**src/rtl/fetch_unit.sv**
```systemverilog
// fetch_unit: dual-issue instruction fetch stage with a one-cycle ROM tracker and a pair FIFO
//   clk, rst_n                 : clock, asynchronous active-low reset
//   rom_addr                   : ROM word index of the pair being issued this cycle
//   rom_instr1, rom_instr2     : ROM words for the index sampled on the previous edge
//   redirect_valid/redirect_pc : flush everything and refetch from the target
//   if_valid/if_ready          : decode handshake on the FIFO head
//   if_pc, if_instr1/2         : head pair; if_valid2 flags a usable second slot
module fetch_unit #(
    parameter int          ADDR_W   = 10,
    parameter int          DEPTH    = 4,
    parameter logic [31:0] RESET_PC = 32'h0000_0000
) (
    input  logic              clk,
    input  logic              rst_n,
    output logic [ADDR_W-1:0] rom_addr,
    input  logic [31:0]       rom_instr1,
    input  logic [31:0]       rom_instr2,
    input  logic              redirect_valid,
    input  logic [31:0]       redirect_pc,
    output logic              if_valid,
    input  logic              if_ready,
    output logic [31:0]       if_pc,
    output logic [31:0]       if_instr1,
    output logic [31:0]       if_instr2,
    output logic              if_valid2
);
    localparam int          PW   = $clog2(DEPTH);
    localparam int          CW   = PW + 1;
    localparam logic [31:0] NOP  = 32'h0000_0013;
    localparam logic [CW-1:0] FULL = CW'(DEPTH);
    logic [31:0]       fetch_pc, req_pc, issue_pc, next_pc;
    logic              req_valid, req_last, issue, last, push, pop;
    logic [CW-1:0]     count, occ;
    logic [PW-1:0]     rd_ptr, wr_ptr;
    logic [31:0]       pc_q [DEPTH];
    logic [31:0]       i1_q [DEPTH];
    logic [31:0]       i2_q [DEPTH];
    logic [DEPTH-1:0]  v2_q;
    // Occupancy counts the in-flight ROM read so its push can never overflow.
    // A redirect bypasses the occupancy gate because the flush empties the queue.
    always_comb begin
        occ      = count + CW'(req_valid);
        issue_pc = redirect_valid ? {redirect_pc[31:2], 2'b00} : fetch_pc;
        issue    = redirect_valid || (occ < FULL);
        rom_addr = issue_pc[ADDR_W+1:2];
        last     = &rom_addr;
        next_pc  = issue_pc + (last ? 32'd4 : 32'd8);
        push     = req_valid && !redirect_valid;
        pop      = if_valid && if_ready && !redirect_valid;
    end
    always_ff @(posedge clk or negedge rst_n) begin
        if (!rst_n) begin
            fetch_pc  <= RESET_PC;
            req_valid <= 1'b0;
            req_pc    <= '0;
            req_last  <= 1'b0;
            count     <= '0;
            rd_ptr    <= '0;
            wr_ptr    <= '0;
        end else begin
            req_valid <= issue;
            req_pc    <= issue_pc;
            req_last  <= last;
            if (issue) fetch_pc <= next_pc;
            if (redirect_valid) begin
                count  <= '0;
                rd_ptr <= '0;
                wr_ptr <= '0;
            end else begin
                if (push) wr_ptr <= wr_ptr + 1'b1;
                if (pop) rd_ptr <= rd_ptr + 1'b1;
                count <= count + CW'(push) - CW'(pop);
            end
        end
    end
    always_ff @(posedge clk) begin
        if (push) begin
            pc_q[wr_ptr] <= req_pc;
            i1_q[wr_ptr] <= rom_instr1;
            i2_q[wr_ptr] <= rom_instr2;
            v2_q[wr_ptr] <= !req_last;
        end
    end
    assign if_valid  = count != '0;
    assign if_pc     = if_valid ? pc_q[rd_ptr] : 32'h0;
    assign if_instr1 = if_valid ? i1_q[rd_ptr] : NOP;
    assign if_instr2 = if_valid ? i2_q[rd_ptr] : NOP;
    assign if_valid2 = if_valid && v2_q[rd_ptr];
endmodule

```
**config.mk**
```make
export PLATFORM = sky130hd
export DESIGN_NAME = fetch_unit
export DESIGN_NICKNAME = d
export VERILOG_FILES = /design/src/rtl/fetch_unit.sv
export SDC_FILE = /design/constraint.sdc
export NUM_CORES = 1
export LEC_CHECK = 0
export ABC_AREA = 1
export CORE_MARGIN = 5
export CORE_UTILIZATION = 50
export DETAILED_ROUTE_END_ITERATION = 10
export PLACE_DENSITY = 0.72
export SYNTH_ARGS = -nofsm -noshare
export SYNTH_HDL_FRONTEND = slang
export SYNTH_SLANG_ARGS = --single-unit
export TNS_END_PERCENT = 50
```
**constraint.sdc**
```tcl
create_clock -name clk -period 7.45 [get_ports clk]
set_clock_uncertainty 0.1 [all_clocks]
set_input_delay 1.49 -clock clk [delete_from_list [all_inputs] [get_ports clk]]
set_output_delay 1.49 -clock clk [all_outputs]
set_load 0.02 [all_outputs]
```
==> flow_summary.yaml, run 1 <==
run_status:
  status: "completed"
clock_network:
  cts_buffer_depth: 3
  worst_skew_pair.late_latency_ns: 0.56
  cts-htree-levels: 2
  tritoncts_clock_tree: "built"
  post_cts_resize_count: 0
  cts-buffers-inserted: 47
  cts.repair_timing.setup_buffer_count: 0
  cts_hold_repair.buffers: 0
  clk_pin_slew_ns: 0.06
  clock_sinks: 461
  clock-root-buffer: "sky130_fd_sc_hd__clkbuf_16"
placement:
  buffer_ports.inserted: 205
  hpwlAfterDp_um: 25100
  dpl.cell_count: 2322
  finalWeightedCongestion: 0.839
logic_synthesis:
  post_synth.cell_area_avg_um2: 11.4
  synth-async-reset-ratio: 0.158
  synth_enable_flop_cells: 388
  post_synth_inst_count: 1689
  yosys-mux-area-fraction: 0
  synthesized_area_fraction_occupied_by_ao_oa_aoi_and_oai_cells: 0.0827
  synth_flop_cell: "sky130_fd_sc_hd__edfxtp_1"
  synth_nets: 1799
  syn-cell-area_mm2: 0.0192
  synthesis.yosys.warnings: 0
  yosys_register_bits: 461
  synth_fa_ha_area_frac: 0.00729
  synth_top_family_by_area: "simple AND/OR/NAND/NOR gates"
  synthDistinctLibCells: 38
  synthSimpleGateAreaFrac: 0.169
  ys_seq_area_frac: 0.702
  synth-xor-area-share: 0.00137
final_layout:
  most_common_cell_after_layout_fill_and_taps_aside: "sky130_fd_sc_hd__nor2_1"
  final_cells: 2410
  commonest_cells_after_routing_fill_and_taps_aside: "435 x sky130_fd_sc_hd__nor2_1, 388 x sky130_fd_sc_hd__edfxtp_1, 203 x sky130_fd_sc_hd__clkdlybuf4s50_1"
  post_route_cells_drive_above_1_share: 0.0896
  fin_nets: 1970
  layout-area-overhead-vs-synth_pct: 20.7
die:
  die-area_mm2: 0.0424
  floorplan.die.width_um: 206
  core_area_mm2: 0.0378
  start_util: 0.509
  die_height_um: 206
  pin_count: 208
  floorplan.rows: 71
timing:
  setup_total_negative_slack_ns: 0
  count_of_final_hold_check_violations: 0
  maximum_clock_frequency_mhz: 181
  grt_setup_unrepaired: "no"
  finalCritPeriodShare: 0.742
  final_max_slew_viol_count: 0
  period_minus_slack_ns: 5.53
  tightestPinTransition_ns: 1.13
  finalSetupViolations: 0
  maxSlewHeadroom: 0.244
pwr:
  post-layout-total-power_mw: 8.72
  irDropWorstVdd_v: 0.000229
  total_leakage_power_nw: 8.55
  p_per_area_mw_per_mm2: 376
worst_setup_path:
  path_buf_inv: 3
  timing.critical_path.cells: "clkinv_2, buf_4, nor2_1, o21ai_0, o311ai_0, clkdlybuf4s50_1"
  setup.worst_path.end_class: "primary output"
  crit_path_top_delay_cell: "sky130_fd_sc_hd__clkinv_2"
  timing.critical_path.from_type: "flop"
  timing.critical_path.arrival_ns: 3.94
  critical_path_class: "flop to primary output"
  peak_per_stage_delay_on_the_critical_path_ns: 0.85
  crit_family: "buffers and inverters"
  reg2reg_setup_slack_ns: 3.56
  cp.required_ns: 5.86
  critPathMaxFanout: 55
min_path:
  min-delay-path-class: "flop to flop"
routing:
  drt-pass1-iter-count: 5
  post_drt_wl_per_cell_um: 18.2
  routed_wirelength_um: 43800
  drc: 0
  antenna_left: 0
  drt-vias-per-instance: 5.26
  initialDrtViolationCount: 980
  vias: 12700
global_route:
  grt_first_pass_wirelength_um: 67700
  antenna_violations_before_repair: 5
  grt_use_total: 0.205
  first_global_vias: 12400
  grt_start_max_net_pins: 114
  globalRoute.totalOverflow: 0
flow_run:
  timing.max_cap.violations: 0
[area by class of cell]
type	count	area (um^2)
antenna	1	2.50
clock buffer	59	1280
clock inverter	28	325
fill	2926	14600
inverter	62	245
multi-input combinational	1068	5040
sequential	461	13500
tap	511	639
timing repair buffer	220	2170
[metrics by stage]
stage	worst slack [ns]	hold WS, ns	cell area (um^2)	utilization
floorplan	0.467	0.337	19200	-
global route	1.71	0.395	23200	0.614
detailed placement	2.16	0.362	21600	0.572
CTS	1.81	0.380	23200	0.614
global placement	2.19	0.351	21600	0.572
finish	1.92	0.375	23200	0.614
[cell usage after synthesis, types with 2 or more instances]
| master | n | area (um^2) |
|---|---|---|
| sky130_fd_sc_hd__nand2_1 | 191 | 717 |
| sky130_fd_sc_hd__nor2_2 | 7 | 43.8 |
| sky130_fd_sc_hd__dfrtp_1 | 73 | 1830 |
| sky130_fd_sc_hd__buf_1 | 8 | 30.0 |
| sky130_fd_sc_hd__edfxtp_1 | 388 | 11700 |
| sky130_fd_sc_hd__nand2_2 | 26 | 163 |
| sky130_fd_sc_hd__nor2_4 | 7 | 78.8 |
| sky130_fd_sc_hd__ha_1 | 8 | 100 |
| sky130_fd_sc_hd__inv_2 | 3 | 11.3 |
| sky130_fd_sc_hd__a21oi_1 | 94 | 470 |
| sky130_fd_sc_hd__buf_6 | 4 | 45.0 |
| sky130_fd_sc_hd__inv_1 | 56 | 210 |
| sky130_fd_sc_hd__o21bai_1 | 3 | 22.5 |
| sky130_fd_sc_hd__nor2_1 | 440 | 1650 |
| sky130_fd_sc_hd__fa_1 | 2 | 40.0 |
| sky130_fd_sc_hd__xor2_1 | 2 | 17.5 |
| sky130_fd_sc_hd__or2_2 | 3 | 18.8 |
| sky130_fd_sc_hd__nand2_4 | 26 | 293 |
| sky130_fd_sc_hd__buf_4 | 12 | 90.1 |
| sky130_fd_sc_hd__nand3b_1 | 2 | 15.0 |
| sky130_fd_sc_hd__a31oi_1 | 4 | 25.0 |
| sky130_fd_sc_hd__o21ai_0 | 198 | 991 |
| sky130_fd_sc_hd__o21ai_1 | 4 | 20.0 |
| sky130_fd_sc_hd__clkbuf_1 | 48 | 180 |
| sky130_fd_sc_hd__nand3_1 | 36 | 180 |
| sky130_fd_sc_hd__buf_2 | 25 | 125 |
| sky130_fd_sc_hd__o311ai_0 | 6 | 52.6 |
| sky130_fd_sc_hd__nor2_8 | 3 | 60.1 |
[worst min-delay path, stage by stage (launching register included)]
cell and delay, ns:
sky130_fd_sc_hd__dfrtp_1 0.32, sky130_fd_sc_hd__inv_1 0.04, sky130_fd_sc_hd__nor2_1 0.07
[where the power goes]
group / switching (mW) / internal, mW / total (mW)
combinational: 1.85 / 1.03 / 2.87
sequential: 0.164 / 3.26 / 3.43
clock: 0.949 / 1.47 / 2.42
[path summary, 6_finish.rpt]
kind | startpoint | to | cells past startpoint
min reg2reg | fetch_pc[0]$_DFFE_PN0P_ | req_pc[0]$_DFF_PN0_ | 2
max in group asynchronous | rst_n | rd_ptr[1]$_DFFE_PN0P_ | 1
min in group asynchronous | rst_n | fetch_pc[22]$_DFFE_PN0P_ | 1
min | fetch_pc[0]$_DFFE_PN0P_ | req_pc[0]$_DFF_PN0_ | 2
max reg2reg | count[1]$_DFF_PN0_ | count[2]$_DFF_PN0_ | 13
max | rd_ptr[1]$_DFFE_PN0P_ | if_instr2[0] | 6
[per-layer routing]
| metal | GRT usage | wire (um) | up-vias |
|---|---|---|---|
| met5 | 0 | 45 | - |
| met4 | 0.0556 | 804 | 8 |
| met3 | 0.0449 | 3250 | 62 |
| met2 | 0.335 | 21000 | 380 |
| met1 | 0.281 | 18700 | 6130 |
| li1 | - | - | 6101 |
[cells by family (layout without fill, tap and decap cells)]
group / after synthesis / count (layout)
simple gates: 745 / 745
flops: 461 / 461
compound gates: 310 / 310
buf+inv: 160 / 369
fa+ha+maj: 10 / 10
xor+xnor: 3 / 3
other cells: 0 / 1
[flip-flops by register name, summed over array words and instances, names as in the netlist]
signal     count
count          3
fetch_pc      32
i1_q         128
i2_q         128
pc_q         128
rd_ptr         2
req_last       1
req_pc        32
req_valid      1
v2_q           4
wr_ptr         2
Note: power is estimated with default switching activity, not from simulation.
==> run 2: changes to the inputs <==
==> constraint.sdc (replaced) <==
create_clock -name clk -period 5.4 [get_ports clk]
set_clock_uncertainty 0.1 [all_clocks]
set_input_delay 1.08 -clock clk [delete_from_list [all_inputs] [get_ports clk]]
set_output_delay 1.08 -clock clk [all_outputs]
set_load 0.02 [all_outputs]
==> run 2 against run 1 <==
  * Sequential power grew 37%
  * Clock power grew 27%
  * Wire length grew 0.63%
  * Power grew 35%
  * Sequential share of layout area grew 0.14 points
  * Critical path depth is the same
  * Combinational power grew 40%
  * Critical path type is now input pin to primary output
  * Largest power group unchanged
==> flow_summary.yaml, run 2 (synthesis results as in run 1) <==
run_status:
  status: "completed"
timing:
  final.setup.worst_slack_ns: 0.937
  final_max_slew_viol_count: 0
  tightestPinTransition_ns: 0.933
  count_of_final_hold_check_violations: 0
  period_minus_slack_ns: 4.46
  maxSlewHeadroom: 0.378
  maximum_clock_frequency_mhz: 224
  hold_slack_ns: 0.369
  finalCritPeriodShare: 0.826
  finalSetupViolations: 0
  grt_setup_unrepaired: "no"
worst_setup_path:
  critPathMaxFanout: 44
  setup.worst_path.end_class: "primary output"
  critical_path_class: "input pin to primary output"
  cp.required_ns: 4.22
  timing.critical_path.arrival_ns: 3.28
  timing.critical_path.from_type: "input pin"
global_route:
  grt_first_pass_wirelength_um: 68700
  globalRoute.totalOverflow: 0
  grt_use_total: 0.207
  grt_start_max_net_pins: 196
  first_global_vias: 12700
  antenna_violations_before_repair: 2
final_layout:
  nFillCells: 2956
  layout_top_registers: "i1_q: 128 flops, i2_q: 128 flops, pc_q: 128 flops"
  seqCellArea_mm2: 0.0135
  finalCoreUtilization: 0.613
  fin_nets: 1975
  multi_input_comb_area_mm2: 0.00504
  post_route_cells_drive_above_1_share: 0.0869
  most_common_cell_after_layout_fill_and_taps_aside: "sky130_fd_sc_hd__nor2_1"
  commonest_cells_after_routing_fill_and_taps_aside: "435 x sky130_fd_sc_hd__nor2_1, 388 x sky130_fd_sc_hd__edfxtp_1, 203 x sky130_fd_sc_hd__clkdlybuf4s50_1"
  layout-area-overhead-vs-synth_pct: 20.4
clock_network:
  clk_pin_slew_ns: 0.05
  cts_buffer_depth: 3
  tritoncts_clock_tree: "built"
  cts.repair_timing.setup_buffer_count: 0
  worst_skew_pair.late_latency_ns: 0.56
  cts-htree-levels: 2
  cts-buffers-inserted: 47
  post_cts_resize_count: 0
  cts_hold_repair.buffers: 0
  clock-root-buffer: "sky130_fd_sc_hd__clkbuf_16"
  clock_sinks: 461
routing:
  antenna_left: 0
  routed_wirelength_um: 44100
  post_drt_wl_per_cell_um: 18.3
  vias: 12700
  drc: 0
  drt-vias-per-instance: 5.25
  drt-pass1-iter-count: 5
  initialDrtViolationCount: 955
placement:
  finalWeightedCongestion: 0.849
  hpwlAfterDp_um: 26000
  place_ws_ns: 0.817
  buffer_ports.inserted: 205
die:
  die_height_um: 206
  die-area_mm2: 0.0424
  core_area_mm2: 0.0378
  floorplan.rows: 71
  pin_count: 208
  floorplan.die.width_um: 206
  start_util: 0.509
min_path:
  min-delay-path-class: "flop to flop"
pwr:
  total_leakage_power_nw: 8.51
  p_per_area_mw_per_mm2: 510
  irDropWorstVdd_v: 0.000308
flow_run:
  timing.max_cap.violations: 0
run 2: changes by cell type in the layout (fill, tap and decap cells not counted), sizes merged:
cell	before	now
inv	63	59
diode	1	3
clkinv	19	17
buf	17	22
clkbuf	59	65
clkinvlp	1	0
bufinv	7	3
run 2: stage by stage:
| stage | instances | instance area, um^2 | TNS, ns | power (mW) |
|---|---|---|---|---|
| after global placement | 2327 | 21700 | 0 | 8.76 |
| after CTS | 2409 | 23100 | 0 | 11.9 |
| final | 2412 | 23100 | 0 | 11.8 |
| after floorplan | 1689 | 19200 | -455.06 | 7.05 |
| after global routing | 2409 | 23100 | 0 | 12.4 |
| after detailed placement | 2327 | 21700 | 0 | 8.84 |
run 2: critical path, stage by stage:
cell and delay [ns]:
sky130_fd_sc_hd__buf_2 0.65, sky130_fd_sc_hd__inv_8 0.25, sky130_fd_sc_hd__or2_2 0.36, sky130_fd_sc_hd__o21ai_0 0.17
sky130_fd_sc_hd__inv_1 0.16, sky130_fd_sc_hd__clkdlybuf4s50_1 0.57
run 2: path summary, 6_finish.rpt:
path | cells after the start | to | startpoint | slack, ns
setup / recovery | 6 | rom_addr[1] | redirect_valid | 0.94
hold / removal | 2 | fetch_pc[0]$_DFFE_PN0P_ | fetch_pc[0]$_DFFE_PN0P_ | 0.37
setup reg to reg | 14 | count[2]$_DFF_PN0_ | count[1]$_DFF_PN0_ | 2.11
hold reg to reg | 2 | fetch_pc[0]$_DFFE_PN0P_ | fetch_pc[0]$_DFFE_PN0P_ | 0.37
max in group asynchronous | 1 | rd_ptr[1]$_DFFE_PN0P_ | rst_n | 3.92
min in group asynchronous | 1 | fetch_pc[14]$_DFFE_PN0P_ | rst_n | 0.53
run 2: layout make-up:
| type | count | share of cell area |
|---|---|---|
| clock inverter | 17 | 0.00665 |
| tap | 511 | 0.0276 |
| antenna | 3 | 0.000324 |
| clock buffer | 65 | 0.0560 |
| timing repair buffer | 225 | 0.0981 |
| inverter | 62 | 0.0106 |
| multi-input combinational | 1068 | 0.218 |
| sequential | 461 | 0.583 |
run 2: per-layer routing:
layer / global-route usage / share of wire / up-vias
met5: 0 / 0.00048 / -
met3: 0.0446 / 0.068 / 73
met4: 0.0665 / 0.027 / 4
met1: 0.283 / 0.43 / 6120
met2: 0.335 / 0.47 / 357
li1: - / - / 6104
run 2: report_power, final:
part,leakage (nW),switching (mW),internal (mW),total [mW]
clock network,0.707,1.26,1.81,3.07
registers,4.45,0.205,4.50,4.71
logic,3.36,2.57,1.46,4.02
total,8.51,4.03,7.77,11.8
